$ cat config.mk
export PLATFORM = sky130hd
export DESIGN_NAME = mem_arbiter_ctrl
export DESIGN_NICKNAME = d
export VERILOG_FILES = /design/src/rtl/mem_arbiter_ctrl.sv
export SDC_FILE = /design/constraint.sdc
export NUM_CORES = 1
export LEC_CHECK = 0
export CORE_AREA = 2 2 158 160
export DETAILED_ROUTE_END_ITERATION = 8
export DIE_AREA = 0 0 160 162
export HOLD_SLACK_MARGIN = 0.06
export PLACE_DENSITY_LB_ADDON = 0.3
export RECOVER_POWER = 50
export SYNTH_ARGS = -nofsm -noshare
export SYNTH_HDL_FRONTEND = slang
export SYNTH_SLANG_ARGS = --single-unit
$ cat constraint.sdc
create_clock -name clk -period 6.7 [get_ports clk]
set_input_delay 0.67 -clock clk [delete_from_list [all_inputs] [get_ports clk]]
set_output_delay 0.67 -clock clk [all_outputs]
set_load 0.05 [all_outputs]
$ cat src/rtl/mem_arbiter_ctrl.sv
// Memory arbiter: shares base/ext SRAM and UART between the fetch and load/store ports.
// Decodes the address map and sequences registered SRAM/UART strobes.
module mem_arbiter_ctrl #(
    parameter int RD_WAIT    = 1,
    parameter int WR_WAIT    = 1,
    parameter int UART_PULSE = 2
) (
    input  logic        clk,
    input  logic        rst,
    input  logic        if_req,
    input  logic [31:0] if_addr,
    output logic [31:0] if_rdata,
    output logic        if_ack,
    output logic        if_err,
    input  logic        mem_req,
    input  logic        mem_we,
    input  logic [31:0] mem_addr,
    input  logic [31:0] mem_wdata,
    input  logic [3:0]  mem_be_n,
    output logic        mem_ack,
    output logic        mem_err,
    output logic [19:0] base_ram_addr,
    output logic [3:0]  base_ram_be_n,
    output logic        base_ram_ce_n,
    output logic        base_ram_oe_n,
    output logic        base_ram_we_n,
    output logic [31:0] base_ram_wdata,
    output logic        base_ram_wdata_oe,
    input  logic [31:0] base_ram_rdata,
    output logic [19:0] ext_ram_addr,
    output logic [3:0]  ext_ram_be_n,
    output logic        ext_ram_ce_n,
    output logic        ext_ram_oe_n,
    output logic        ext_ram_we_n,
    output logic [31:0] ext_ram_wdata,
    output logic        ext_ram_wdata_oe,
    input  logic [31:0] ext_ram_rdata,
    output logic        uart_rdn,
    output logic        uart_wrn,
    input  logic        uart_dataready,
    input  logic        uart_tbre,
    input  logic        uart_tsre,
    output logic [3:0]  ram_be_n,
    output logic [1:0]  mem_use,
    output logic [7:0]  uart_rd,
    output logic [31:0] data_base_out,
    output logic [31:0] data_ext_out
);

    typedef enum logic [2:0] {
        IDLE, RD, WR_SETUP, WR_PULSE, WR_HOLD, U_RD, U_WR, DONE
    } state_t;

    typedef enum logic [2:0] {R_BASE, R_EXT, R_UDATA, R_USTAT, R_NONE} region_t;

    typedef struct packed {
        logic [19:0] addr;
        logic [3:0]  be_n;
        logic        ce_n;
        logic        oe_n;
        logic        we_n;
        logic [31:0] wdata;
        logic        wdata_oe;
    } sram_t;

    localparam sram_t SRAM_RST = '{addr: '0, be_n: '0, ce_n: 1'b1, oe_n: 1'b1,
                                   we_n: 1'b1, wdata: '0, wdata_oe: 1'b0};

    function automatic region_t decode(input logic [31:0] a);
        region_t r;
        unique case (1'b1)
            a[31:22] == 10'h200: r = R_BASE;
            a[31:22] == 10'h201: r = R_EXT;
            a == 32'h1000_0000:  r = R_UDATA;
            a == 32'h1000_0005:  r = R_USTAT;
            default:             r = R_NONE;
        endcase
        return r;
    endfunction

    state_t      state_q, state_d;
    logic [7:0]  cnt_q, cnt_d;
    logic        fetch_q, fetch_d;
    logic        sel_ext_q, sel_ext_d;
    logic        stat_q, stat_d;
    logic        err_q, err_d;
    sram_t       base_q, base_d, ext_q, ext_d;
    logic        if_ack_q, if_ack_d, if_err_q, if_err_d;
    logic        mem_ack_q, mem_ack_d, mem_err_q, mem_err_d;
    logic [31:0] if_rdata_q, if_rdata_d;
    logic        uart_rdn_q, uart_rdn_d, uart_wrn_q, uart_wrn_d;
    logic [3:0]  ram_be_n_q, ram_be_n_d;
    logic [1:0]  mem_use_q, mem_use_d;
    logic [7:0]  uart_rd_q, uart_rd_d;
    logic [31:0] data_base_q, data_base_d, data_ext_q, data_ext_d;

    logic [31:0] req_addr;
    region_t     region;
    logic        is_sram, is_ld, sel, upd, done, derr;
    sram_t       cur;

    always_comb begin
        state_d     = state_q;
        cnt_d       = cnt_q;
        fetch_d     = fetch_q;
        sel_ext_d   = sel_ext_q;
        stat_d      = stat_q;
        err_d       = err_q;
        base_d      = base_q;
        ext_d       = ext_q;
        if_ack_d    = 1'b0;
        if_err_d    = 1'b0;
        mem_ack_d   = 1'b0;
        mem_err_d   = 1'b0;
        if_rdata_d  = if_rdata_q;
        uart_rdn_d  = uart_rdn_q;
        uart_wrn_d  = uart_wrn_q;
        ram_be_n_d  = ram_be_n_q;
        mem_use_d   = mem_use_q;
        uart_rd_d   = uart_rd_q;
        data_base_d = data_base_q;
        data_ext_d  = data_ext_q;
        req_addr    = mem_req ? mem_addr : if_addr;
        region      = decode(req_addr);
        is_sram     = (region == R_BASE) || (region == R_EXT);
        is_ld       = !mem_req || !mem_we;
        sel         = (state_q == IDLE) ? (region == R_EXT) : sel_ext_q;
        cur         = sel ? ext_q : base_q;
        upd         = 1'b0;
        done        = 1'b0;
        derr        = 1'b0;

        unique case (state_q)
            IDLE: begin
                if ((mem_req || if_req) && !if_ack_q && !mem_ack_q) begin
                    fetch_d   = !mem_req;
                    sel_ext_d = (region == R_EXT);
                    stat_d    = 1'b0;
                    err_d     = 1'b0;
                    state_d   = DONE;
                    if (mem_req && !mem_we && region != R_NONE) begin
                        ram_be_n_d = mem_be_n;
                        mem_use_d  = (region == R_BASE) ? 2'b00 :
                                     (region == R_EXT)  ? 2'b01 : 2'b10;
                    end
                    unique case (1'b1)
                        is_sram && is_ld: begin
                            cur.addr = req_addr[21:2];
                            cur.be_n = 4'b0000;
                            cur.ce_n = 1'b0;
                            cur.oe_n = 1'b0;
                            upd      = 1'b1;
                            cnt_d    = 8'(RD_WAIT);
                            state_d  = RD;
                        end
                        is_sram && !is_ld: begin
                            cur.addr     = req_addr[21:2];
                            cur.be_n     = mem_be_n;
                            cur.ce_n     = 1'b0;
                            cur.wdata    = mem_wdata;
                            cur.wdata_oe = 1'b1;
                            upd          = 1'b1;
                            state_d      = WR_SETUP;
                        end
                        mem_req && region == R_UDATA && is_ld: begin
                            uart_rdn_d = 1'b0;
                            cnt_d      = 8'(UART_PULSE - 1);
                            state_d    = U_RD;
                        end
                        mem_req && region == R_UDATA && !is_ld: begin
                            cur.wdata    = {24'h0, mem_wdata[7:0]};
                            cur.wdata_oe = 1'b1;
                            upd          = 1'b1;
                            uart_wrn_d   = 1'b0;
                            cnt_d        = 8'(UART_PULSE - 1);
                            state_d      = U_WR;
                        end
                        mem_req && region == R_USTAT && is_ld: stat_d = 1'b1;
                        default: err_d = 1'b1;
                    endcase
                end
            end
            RD: begin
                if (cnt_q == 8'd0) begin
                    cur.ce_n = 1'b1;
                    cur.oe_n = 1'b1;
                    upd      = 1'b1;
                    done     = 1'b1;
                    state_d  = IDLE;
                    if (fetch_q)
                        if_rdata_d = sel ? ext_ram_rdata : base_ram_rdata;
                    else if (sel)
                        data_ext_d = ext_ram_rdata;
                    else
                        data_base_d = base_ram_rdata;
                end else begin
                    cnt_d = cnt_q - 8'd1;
                end
            end
            WR_SETUP: begin
                cur.we_n = 1'b0;
                upd      = 1'b1;
                cnt_d    = 8'(WR_WAIT - 1);
                state_d  = WR_PULSE;
            end
            WR_PULSE: begin
                if (cnt_q == 8'd0) begin
                    cur.we_n = 1'b1;
                    upd      = 1'b1;
                    state_d  = WR_HOLD;
                end else begin
                    cnt_d = cnt_q - 8'd1;
                end
            end
            WR_HOLD: begin
                cur.ce_n     = 1'b1;
                cur.wdata_oe = 1'b0;
                upd          = 1'b1;
                done         = 1'b1;
                state_d      = IDLE;
            end
            U_RD: begin
                if (cnt_q == 8'd0) begin
                    uart_rd_d  = base_ram_rdata[7:0];
                    uart_rdn_d = 1'b1;
                    done       = 1'b1;
                    state_d    = IDLE;
                end else begin
                    cnt_d = cnt_q - 8'd1;
                end
            end
            U_WR: begin
                if (cnt_q == 8'd0) begin
                    uart_wrn_d   = 1'b1;
                    cur.wdata_oe = 1'b0;
                    upd          = 1'b1;
                    done         = 1'b1;
                    state_d      = IDLE;
                end else begin
                    cnt_d = cnt_q - 8'd1;
                end
            end
            DONE: begin
                done    = 1'b1;
                derr    = err_q;
                state_d = IDLE;
                if (stat_q)
                    uart_rd_d = {2'b00, uart_tbre & uart_tsre, 4'b0000, uart_dataready};
            end
        endcase

        if (upd) begin
            if (sel) ext_d = cur;
            else     base_d = cur;
        end
        if (done) begin
            if (fetch_q) begin
                if_ack_d = 1'b1;
                if_err_d = derr;
            end else begin
                mem_ack_d = 1'b1;
                mem_err_d = derr;
            end
        end
    end

    always_ff @(posedge clk) begin
        if (rst) begin
            state_q     <= IDLE;
            cnt_q       <= '0;
            fetch_q     <= 1'b0;
            sel_ext_q   <= 1'b0;
            stat_q      <= 1'b0;
            err_q       <= 1'b0;
            base_q      <= SRAM_RST;
            ext_q       <= SRAM_RST;
            if_ack_q    <= 1'b0;
            if_err_q    <= 1'b0;
            mem_ack_q   <= 1'b0;
            mem_err_q   <= 1'b0;
            if_rdata_q  <= '0;
            uart_rdn_q  <= 1'b1;
            uart_wrn_q  <= 1'b1;
            ram_be_n_q  <= '0;
            mem_use_q   <= '0;
            uart_rd_q   <= '0;
            data_base_q <= '0;
            data_ext_q  <= '0;
        end else begin
            state_q     <= state_d;
            cnt_q       <= cnt_d;
            fetch_q     <= fetch_d;
            sel_ext_q   <= sel_ext_d;
            stat_q      <= stat_d;
            err_q       <= err_d;
            base_q      <= base_d;
            ext_q       <= ext_d;
            if_ack_q    <= if_ack_d;
            if_err_q    <= if_err_d;
            mem_ack_q   <= mem_ack_d;
            mem_err_q   <= mem_err_d;
            if_rdata_q  <= if_rdata_d;
            uart_rdn_q  <= uart_rdn_d;
            uart_wrn_q  <= uart_wrn_d;
            ram_be_n_q  <= ram_be_n_d;
            mem_use_q   <= mem_use_d;
            uart_rd_q   <= uart_rd_d;
            data_base_q <= data_base_d;
            data_ext_q  <= data_ext_d;
        end
    end

    assign if_rdata          = if_rdata_q;
    assign if_ack            = if_ack_q;
    assign if_err            = if_err_q;
    assign mem_ack           = mem_ack_q;
    assign mem_err           = mem_err_q;
    assign base_ram_addr     = base_q.addr;
    assign base_ram_be_n     = base_q.be_n;
    assign base_ram_ce_n     = base_q.ce_n;
    assign base_ram_oe_n     = base_q.oe_n;
    assign base_ram_we_n     = base_q.we_n;
    assign base_ram_wdata    = base_q.wdata;
    assign base_ram_wdata_oe = base_q.wdata_oe;
    assign ext_ram_addr      = ext_q.addr;
    assign ext_ram_be_n      = ext_q.be_n;
    assign ext_ram_ce_n      = ext_q.ce_n;
    assign ext_ram_oe_n      = ext_q.oe_n;
    assign ext_ram_we_n      = ext_q.we_n;
    assign ext_ram_wdata     = ext_q.wdata;
    assign ext_ram_wdata_oe  = ext_q.wdata_oe;
    assign uart_rdn          = uart_rdn_q;
    assign uart_wrn          = uart_wrn_q;
    assign ram_be_n          = ram_be_n_q;
    assign mem_use           = mem_use_q;
    assign uart_rd           = uart_rd_q;
    assign data_base_out     = data_base_q;
    assign data_ext_out      = data_ext_q;

endmodule
## Word level (Yosys, flattened, before mapping)

Cells that the tools add are included.

- Register bits after elaboration: 251
- Bits of input ports: 172
- Output and inout bits: 236
- Logic and storage cells: 161

- Add/sub/neg operators: 1
- Equality and inequality tests: 25
- Multiplexer cells: 50
- Bitwise operators: 4
- Reduce and logical (&&, ||, !) cells: 49

Operators by type and width:

| cell | count |
|---|---|
| 32-bit 2-to-1 mux | 3 |
| 33-bit one-hot mux with 2 select lines | 1 |
| 32-bit by 29-bit equality test with 1-bit output (second input constant) | 2 |
| 60-bit 2-to-1 mux | 1 |
| 25-bit one-hot mux with 2 select lines | 1 |
| 8-bit 2-to-1 mux | 5 |
| 33-bit 2-to-1 mux | 1 |
| 26-bit 2-to-1 mux | 1 |
| 24-bit 2-to-1 mux | 1 |
| 3-bit one-hot mux with 4 select lines | 2 |
| 8-bit one-hot mux with 3 select lines | 1 |
| 10-bit equality test (second input constant) | 2 |
| 4-bit AND reduction | 5 |
| 3-bit OR reduction | 6 |
| 1-bit 2-to-1 mux | 17 |
| 8-bit one-hot mux with 2 select lines | 1 |
| 3-bit one-hot mux with 5 select lines | 1 |
| 3-bit by 2-bit equality test with 1-bit output (second input constant) | 4 |
| 3-bit equality test (second input constant) | 4 |
| 2-bit inequality test (second input constant) | 6 |
| 3-bit AND reduction | 4 |
| 1-bit logical AND | 11 |
| 1-bit one-hot mux with 2 select lines | 5 |
| 3-bit 2-to-1 mux | 3 |
| 18 further kinds | 41 |

## Logic depth before layout (Yosys ltp)

Gate-level depths: netlist of the first run.

- Word-level depth: 11
- Gate-level depth with buffers: 11
- Mapped depth without buffers: 8

## Least setup slack after synthesis of the first run

Ideal clock, no wire load.

- Path kind: input to register
- Start: in mem_req
- End: reg base_q, in the netlist base_ram_wdata[24]
- Library setup time: 0.091 ns
- Data arrival time: 2.636 ns
- Required time: 6.609 ns
- Path slack: 3.973 ns
- Stages: 10
- Buffers on the path: 4
- Path through: buf_4 -> buf_4 -> nor4_1 -> nand4_1 -> a221oi_1 -> a311o_1 -> buf_4 -> buf_2 -> a21oi_1 -> a311oi_1

- Longest elaborated chain between the ends: 11
- Elaborated cells between the ends (all ways): 31
- Classes of those cells: eq/ne (6); mux (10); bitwise (1); reduce/logical (14)

RTL lines:

| element | line | RTL |
|---|---|---|
| start, declared | 15 | `input logic mem_req,` |
| 32-bit 2-to-1 mux | 123 | `req_addr = mem_req ? mem_addr : if_addr;` |
| 32-bit by 29-bit equality test with 1-bit output, or another cell as far along | 75 | `a == 32'h1000_0005: r = R_USTAT;` |
| 3-bit one-hot mux with 4 select lines | 71 | `unique case (1'b1)` |
| 3-bit by 1-bit equality test with 1-bit output, or another cell as far along | 125, 127 |  |
| 1-bit logical OR or 1-bit logical AND (tied branches) | 125, 170 |  |
| 1-bit logical AND (on tied branches) | 147, 156, 170 |  |
| 3-bit OR reduction (no source line) | n/a |  |
| 1-bit 2-to-1 mux | 146 | `unique case (1'b1)` |
| 1-bit 2-to-1 mux | 135 | `if ((mem_req \|\| if_req) && !if_ack_q && !mem_ack_q) begin` |
| 1-bit one-hot mux with 3 select lines | 133 | `unique case (state_q)` |
| 2-bit AND reduction (no source line) | n/a |  |
| end signal, assigned | 296 | `base_q <= base_d;` |
| end, declared | 87 | `sram_t base_q, base_d, ext_q, ext_d;` |

Several ways; a longest one is shown, not always the timed one.
A chain may end at the register's enable or synchronous reset.

==> impl_metrics.csv, run 1 <==
group,metric,value,unit
cts,post_cts_resized,0,
logic_synthesis,syn_nets,1603,
timing,finalMaxSlewViolations,78,
layout,drive_above_1_share,0.05402,
setup_path,r2r-start,"state_q[0]",
power,clkPwrFrac,0.285,
power,p_int,3330,uW
logic_synthesis,yosys_warnings,0,
power,power_leakage,0.006218,uW
layout,n_antenna_cell,0,
timing,finalClockSkew,0.01155,ns
floorplanning,core_area,24110,um2
layout,fin_area,16840,um2
placement,post_dp_cell_area,15910,um2
setup_path,cp_max_fo,77,
timing,finalSetupViolations,0,
logic_synthesis,synth-seq-area-share,0.4297,
global_routing,track_usage,0.3169,
global_routing,grt_pass1_vias,11990,
detailed_routing,vias,12690,
global_routing,grt_pass1_wl,66940,um
power,power_switching,2139,uW
timing,post-route-period-util,0.7503,
cts,cts_root_buffer,"clkbuf_16",
status,violations,"max-capacitance violations, max-slew violations",
cts,cts_buffers,27,
cts,cts_buffer_depth,3,
logic_synthesis,synth_area,11690,um2
detailed_routing,first_pass_iters,6,
cts,clock_latency,0.53,ns
cts,cts_setup_buffers,0,
layout,register_area,5025,um2
placement,dp_slack,2.272,ns
logic_synthesis,synth_cells,1430,
setup_path,cp-endpoint,"state_q[1]",
setup_path,crit_type,"input port to flop",
global_routing,grt_overflow,0,
setup_path,cpPeakStageDelay,2.63,ns
cts,clock_sinks,251,
status,status,"finished with violations",
detailed_routing,drt-initial-drc-count,1381,
logic_synthesis,synth_seq_cells,251,
layout,nFillCells,1961,
detailed_routing,via_per_inst,6.042,
timing,fin_setup_tns,0,ns
setup_path,ff2ff_path_depth,8,
setup_path,worstPathArrival,5.44,ns
timing,fin_crit,5.027,ns
global_routing,grt_max_degree,78,
floorplanning,top_level_ports,408,
timing,setup_ws,1.673,ns
global_routing,antenna_found_initial,0,
floorplanning,die_h,162,um
setup_path,crit_chain,"buf_6 > clkbuf_1 > clkbuf_2 > a211oi_1 > o21ai_0 > o21ai_0",
layout,finalNetCount,1930,
floorplanning,start_util,0.4852,
logic_synthesis,async_flop_share,0,
logic_synthesis,synth_ff_type,"dfxtp_1",
detailed_routing,wl_per_cell,20.59,um
layout,synthToLayoutAreaGrowth,43.98,%
setup_path,rrSetupSlack,2.95,ns
power,combPwrFrac,0.388,
setup_path,critPathLaunchType,"input port",
power,power_frac_seq,0.326,
setup_path,cp-end-kind,"flop",
cts,cts_hold_buf,0,
timing,fmax,198.9,MHz
setup_path,crit_path_frequent_cell,"o21ai_0",
timing,relSlewSlack,-1.478,
run,max_cap_viol_count,1,
logic_synthesis,synth_area_per_cell,8.178,um2
setup_path,reg2reg_to,"base_ram_wdata[9]",
layout,layout_commonest_cell,"dfxtp_1",
floorplanning,rows,57,
timing,rsz0062_at_grt,"no",
timing,hold_slack,0.4455,ns
floorplanning,die-area,25920,um2
placement,dp_hpwl,29100,um
detailed_routing,drt_wl_total,43260,um
timing,tightest_slew,3.716,ns
power,sw_frac_of_total,0.3911,
hold_path,hold_class,"flop to flop",
power,power.density,324.8,nW/um2
setup_path,crit_required,7.11,ns
cts,clk_pin_slew,0.06,ns
power,power,5468,uW
timing,finalHoldViolations,0,
hold_path,min_from,"data_ext_out[4]",
placement,gp_congestion,0.9363,
layout,layout.cells.most_common_list,"251 x dfxtp_1, 236 x dlygate4sd3_1, 220 x nand2_1, 169 x clkdlybuf4s50_1, 126 x a21oi_1",
setup_path,cp-startpoint,"rst",
detailed_routing,ant_nets,0,
placement,numPortBuffers,407,
cts,cts_tree,"yes",
logic_synthesis,synth_edf_count,0,
layout,multiInputGateArea,6183,um2
logic_synthesis,synth.distinct_cells,60,
cts,ctsHtreeMaxLevel,1,
floorplanning,dieWidth,160,um
power,peakVddDrop,0.2307,mV
setup_path,cpMaxStageDelayCell,"clkbuf_1",
detailed_routing,drc,0,
## worst min-delay path by stage
stage | end | slack [ns] | cells past startpoint
CTS | uart_rd[2] | 0.45 | 2
floorplan | stat_q | 0.43 | 2
global placement | data_ext_out[28] | 0.44 | 2
finish | data_ext_out[4] | 0.45 | 2
detailed placement | data_ext_out[10] | 0.44 | 2
global route | data_base_out[5] | 0.46 | 2
## cell usage after synthesis (3+ instances only)
master,instances,area share
a211oi_1,55,0.035
a311oi_1,25,0.019
o211ai_1,5,0.0032
nor3_1,21,0.0090
nor4_1,9,0.0048
buf_4,4,0.0026
or4_1,3,0.0019
nor3_2,3,0.0026
mux2i_1,65,0.056
o32ai_1,11,0.0082
a221oi_1,3,0.0022
and3_1,8,0.0043
o22ai_1,3,0.0016
nor4_2,3,0.0032
nand4_1,5,0.0027
nand2_1,222,0.071
nor2_1,59,0.019
o211a_1,10,0.0086
nand3_1,110,0.047
inv_1,5,0.0016
or3_1,4,0.0021
a311o_1,25,0.021
and2_1,6,0.0032
nor2b_1,19,0.010
nand2b_1,6,0.0032
a32o_1,3,0.0026
o21ai_0,105,0.045
buf_2,23,0.0098
nor3b_1,3,0.0019
a21oi_1,128,0.055
dfxtp_1,251,0.43
a21o_1,4,0.0026
a31oi_1,30,0.016
o2bb2ai_1,24,0.018
clkbuf_1,97,0.031
buf_1,11,0.0035
o31ai_1,9,0.0058
o21ai_1,27,0.012
## power groups by stage
stage          combinational, uW  sequential (uW)  clock (uW)
2_1_floorplan               1180             2120           0
6_report                    2120             1780        1560
5_1_grt                     2270             1810        1640
3_5_place_dp                2140             1820           0
4_1_cts                     2150             1790        1580
3_3_place_gp                2100             1810           0
## state kept, by name (all words and copies together) (netlist names), 2 cells and up
signal and flops:
base_ram_wdata 32, mem_use 2, ext_ram_addr 20, uart_rd 8, ext_ram_be_n 4, ext_ram_wdata 32
if_rdata 32, base_ram_be_n 4, base_ram_addr 20, ram_be_n 4, data_ext_out 32, state_q 3
cnt_q 8, data_base_out 32
## through the flow
stage | util | cells
finish | 0.6985 | 2101
global route | 0.6985 | 2101
CTS | 0.6990 | 2101
detailed placement | 0.6599 | 2052
global placement | 0.6599 | 2052
floorplan | - | 1430
## area by class of cell
cell class / instances / share of cell area
Timing Repair Buffer: 433 / 0.2529
Tap cell: 324 / 0.02407
Sequential cell: 251 / 0.2984
Clock inverter: 6 / 0.006390
Multi-Input combinational cell: 1038 / 0.3672
Clock buffer: 43 / 0.04964
Inverter: 6 / 0.001337
## worst max-delay path, delay by kind of cell
kind / cells / cell delay, ns
AOI/OAI and AO/OA: 3 / 0.36
buffers and inverters: 3 / 4.28
## kinds of logic after synthesis
family / after synthesis / synth area share
and+or+nand+nor: 488 / 0.1917
muxes: 66 / 0.05660
xor gates and xnor gates: 1 / 0.0007490
adders and majority gates: 1 / 0.001070
buffers and inverters: 141 / 0.04900
DFF: 251 / 0.4297
AOI/OAI and AO/OA: 482 / 0.2712
## per-layer routing
| layer | part of all wire | routed length (um) | vias up | global-route usage |
|---|---|---|---|---|
| met5 | 0 | 0 | - | 0 |
| met4 | 0.031 | 1320 | 0 | 0.09214 |
| met3 | 0.093 | 4017 | 98 | 0.06129 |
| met1 | 0.40 | 17180 | 5919 | 0.4141 |
| li1 | - | - | 5930 | - |
| met2 | 0.48 | 20740 | 747 | 0.5358 |
No activity file was read; power rests on OpenSTA's default activity.
==> run 2, diff against run 1 <==
- CORE_AREA: 2 2 158 160 -> unset
- CORE_ASPECT_RATIO: unset -> 1.5
- CORE_MARGIN: unset -> 1
- CORE_UTILIZATION: unset -> 41
- DIE_AREA: 0 0 160 162 -> unset
- clock period: 6.7 -> 4.1 ns (I/O delays scaled with it)
==> run 2 against run 1 <==
Effect of this change:
- the run now ends clean
- first-iteration DRC count decreased by 36%
- combinational power is 72% higher
- cell count grew 1.4%
- via count hardly changed
- register-to-register slack worse by 2.2 ns
- critical path depth increased by 2
- utilization decreased by 9.2 points
- hold slack worse by 0.12 ns
- critical endpoint is now base_ram_wdata[28]
==> impl_metrics.csv, run 2 (synthesis results as in run 1) <==
group,metric,value,unit
timing,post-route-period-util,0.8233,
power,power_frac_seq,0.314,
cts,cts_buffers,26,
placement,numPortBuffers,407,
detailed_routing,wl_per_cell,20.72,um
global_routing,track_usage,0.2909,
floorplanning,die_h,208.9,um
layout,n_antenna_cell,0,
setup_path,cpPeakStageDelay,0.57,ns
power,power,9007,uW
cts,cts_tree,"yes",
setup_path,crit_type,"flop to flop",
power,p_int,5408,uW
detailed_routing,ant_nets,0,
detailed_routing,drc,0,
timing,finalMaxSlewViolations,0,
global_routing,grt_max_degree,95,
floorplanning,dieWidth,139.9,um
detailed_routing,drt_wl_total,44130,um
setup_path,cpMaxStageDelayCell,"clkbuf_1",
detailed_routing,first_pass_iters,5,
timing,finalClockSkew,0.01266,ns
timing,rsz0062_at_grt,"no",
layout,layout.cells.most_common_list,"251 x dfxtp_1, 237 x dlygate4sd3_1, 220 x nand2_1, 168 x clkdlybuf4s50_1, 126 x a21oi_1",
power,combPwrFrac,0.404,
cts,ctsHtreeMaxLevel,1,
power,sw_frac_of_total,0.3996,
floorplanning,die-area,29220,um2
setup_path,r2r-start,"state_q[1]",
floorplanning,core_area,27960,um2
timing,finalHoldViolations,0,
floorplanning,start_util,0.4182,
layout,finalNetCount,1938,
floorplanning,rows,75,
layout,drive_above_1_share,0.05830,
global_routing,grt_overflow,0,
timing,finalSetupViolations,0,
setup_path,critPathLaunchType,"flop",
layout,final_util,0.6060,
global_routing,grt_pass1_vias,12050,
cts,cts_hold_buf,0,
layout,layout_commonest_cell,"dfxtp_1",
timing,fin_crit,3.375,ns
layout,nFillCells,2500,
power,clkPwrFrac,0.282,
global_routing,grt_pass1_wl,68220,um
hold_path,min_from,"mem_req",
layout,synthToLayoutAreaGrowth,44.91,%
detailed_routing,via_per_inst,5.964,
timing,relSlewSlack,0.2769,
timing,tightest_slew,1.085,ns
setup_path,worstPathArrival,3.81,ns
hold_path,hold_class,"input port to flop",
timing,fin_setup_tns,0,ns
setup_path,cp-startpoint,"state_q[1]",
detailed_routing,drt-initial-drc-count,885,
detailed_routing,vias,12700,
placement,dp_hpwl,30450,um
run,max_cap_viol_count,0,
cts,clock_latency,0.54,ns
status,status,"finished, final reports clean",
power,power.density,531.5,nW/um2
global_routing,antenna_found_initial,1,
cts,cts_root_buffer,"clkbuf_16",
power,power_leakage,0.006250,uW
setup_path,cp_max_fo,20,
setup_path,cp-end-kind,"flop",
cts,cts_buffer_depth,3,
power,peakVddDrop,0.4129,mV
setup_path,crit_required,4.54,ns
placement,gp_congestion,0.8774,
setup_path,rrSetupSlack,0.72,ns
cts,cts_setup_buffers,0,
cts,clock_sinks,251,
cts,clk_pin_slew,0.07,ns
cts,post_cts_resized,0,
timing,fmax,296.3,MHz
power,power_switching,3599,uW
setup_path,crit_chain,"or3_1 > nor4_1 > clkbuf_1 > a31oi_1 > nor3_4 > buf_4 > a21oi_1 > a311oi_1",
floorplanning,top_level_ports,408,
[run 2: path summary, 6_finish.rpt]
| kind | depth (start not counted) | end |
|---|---|---|
| min | 2 | fetch_q |
| min reg2reg | 2 | uart_rd[2] |
| max | 8 | base_ram_wdata[28] |
| max reg2reg | 8 | base_ram_wdata[28] |
[run 2: area by class of cell]
type	instances	area [um2]	share of cell area
clock buffers	34	721.9	0.04260
clock inverters	13	183.9	0.01085
inverters	6	22.52	0.001329
multi-input cells	1038	6182	0.3648
flip-flops and latches	251	5025	0.2965
well taps	346	432.9	0.02554
repair buffers	442	4379	0.2584
[run 2: per-stage QoR]
step / cells / hold WS (ns) / cell area, um2 / worst slack [ns]
floorplan: 1430 / 0.4273 / 11700 / 1.595
global placement: 2083 / 0.4376 / 16050 / 0.4802
detailed placement: 2083 / 0.4441 / 16050 / 0.3538
CTS: 2130 / 0.3132 / 16960 / 0.7853
global route: 2130 / 0.3393 / 16950 / 0.5519
finish: 2130 / 0.3234 / 16950 / 0.7245
[run 2: worst max-delay path, delay by kind of cell (launching register included)]
| family | cells | cell delay (ns) |
|---|---|---|
| flops | 1 | 0.31 |
| buf+inv | 2 | 0.94 |
| compound gates | 3 | 0.64 |
| simple gates | 3 | 1.36 |
[run 2: metal layers]
layer	vias up	share of wire	global-route usage
li1	5936	-	-
met1	6038	0.38	0.3446
met2	645	0.49	0.5067
met3	84	0.092	0.06737
met4	0	0.037	0.1103
met5	-	0	0
[run 2: power groups by stage]
stage,Sequential (uW),Combinational [uW],Clock [uW]
floorplan,3460,1930,0
global placement,2880,3640,0
detailed placement,2890,3680,0
CTS,2840,3690,2570
global route,2860,3880,2680
finish,2830,3640,2540
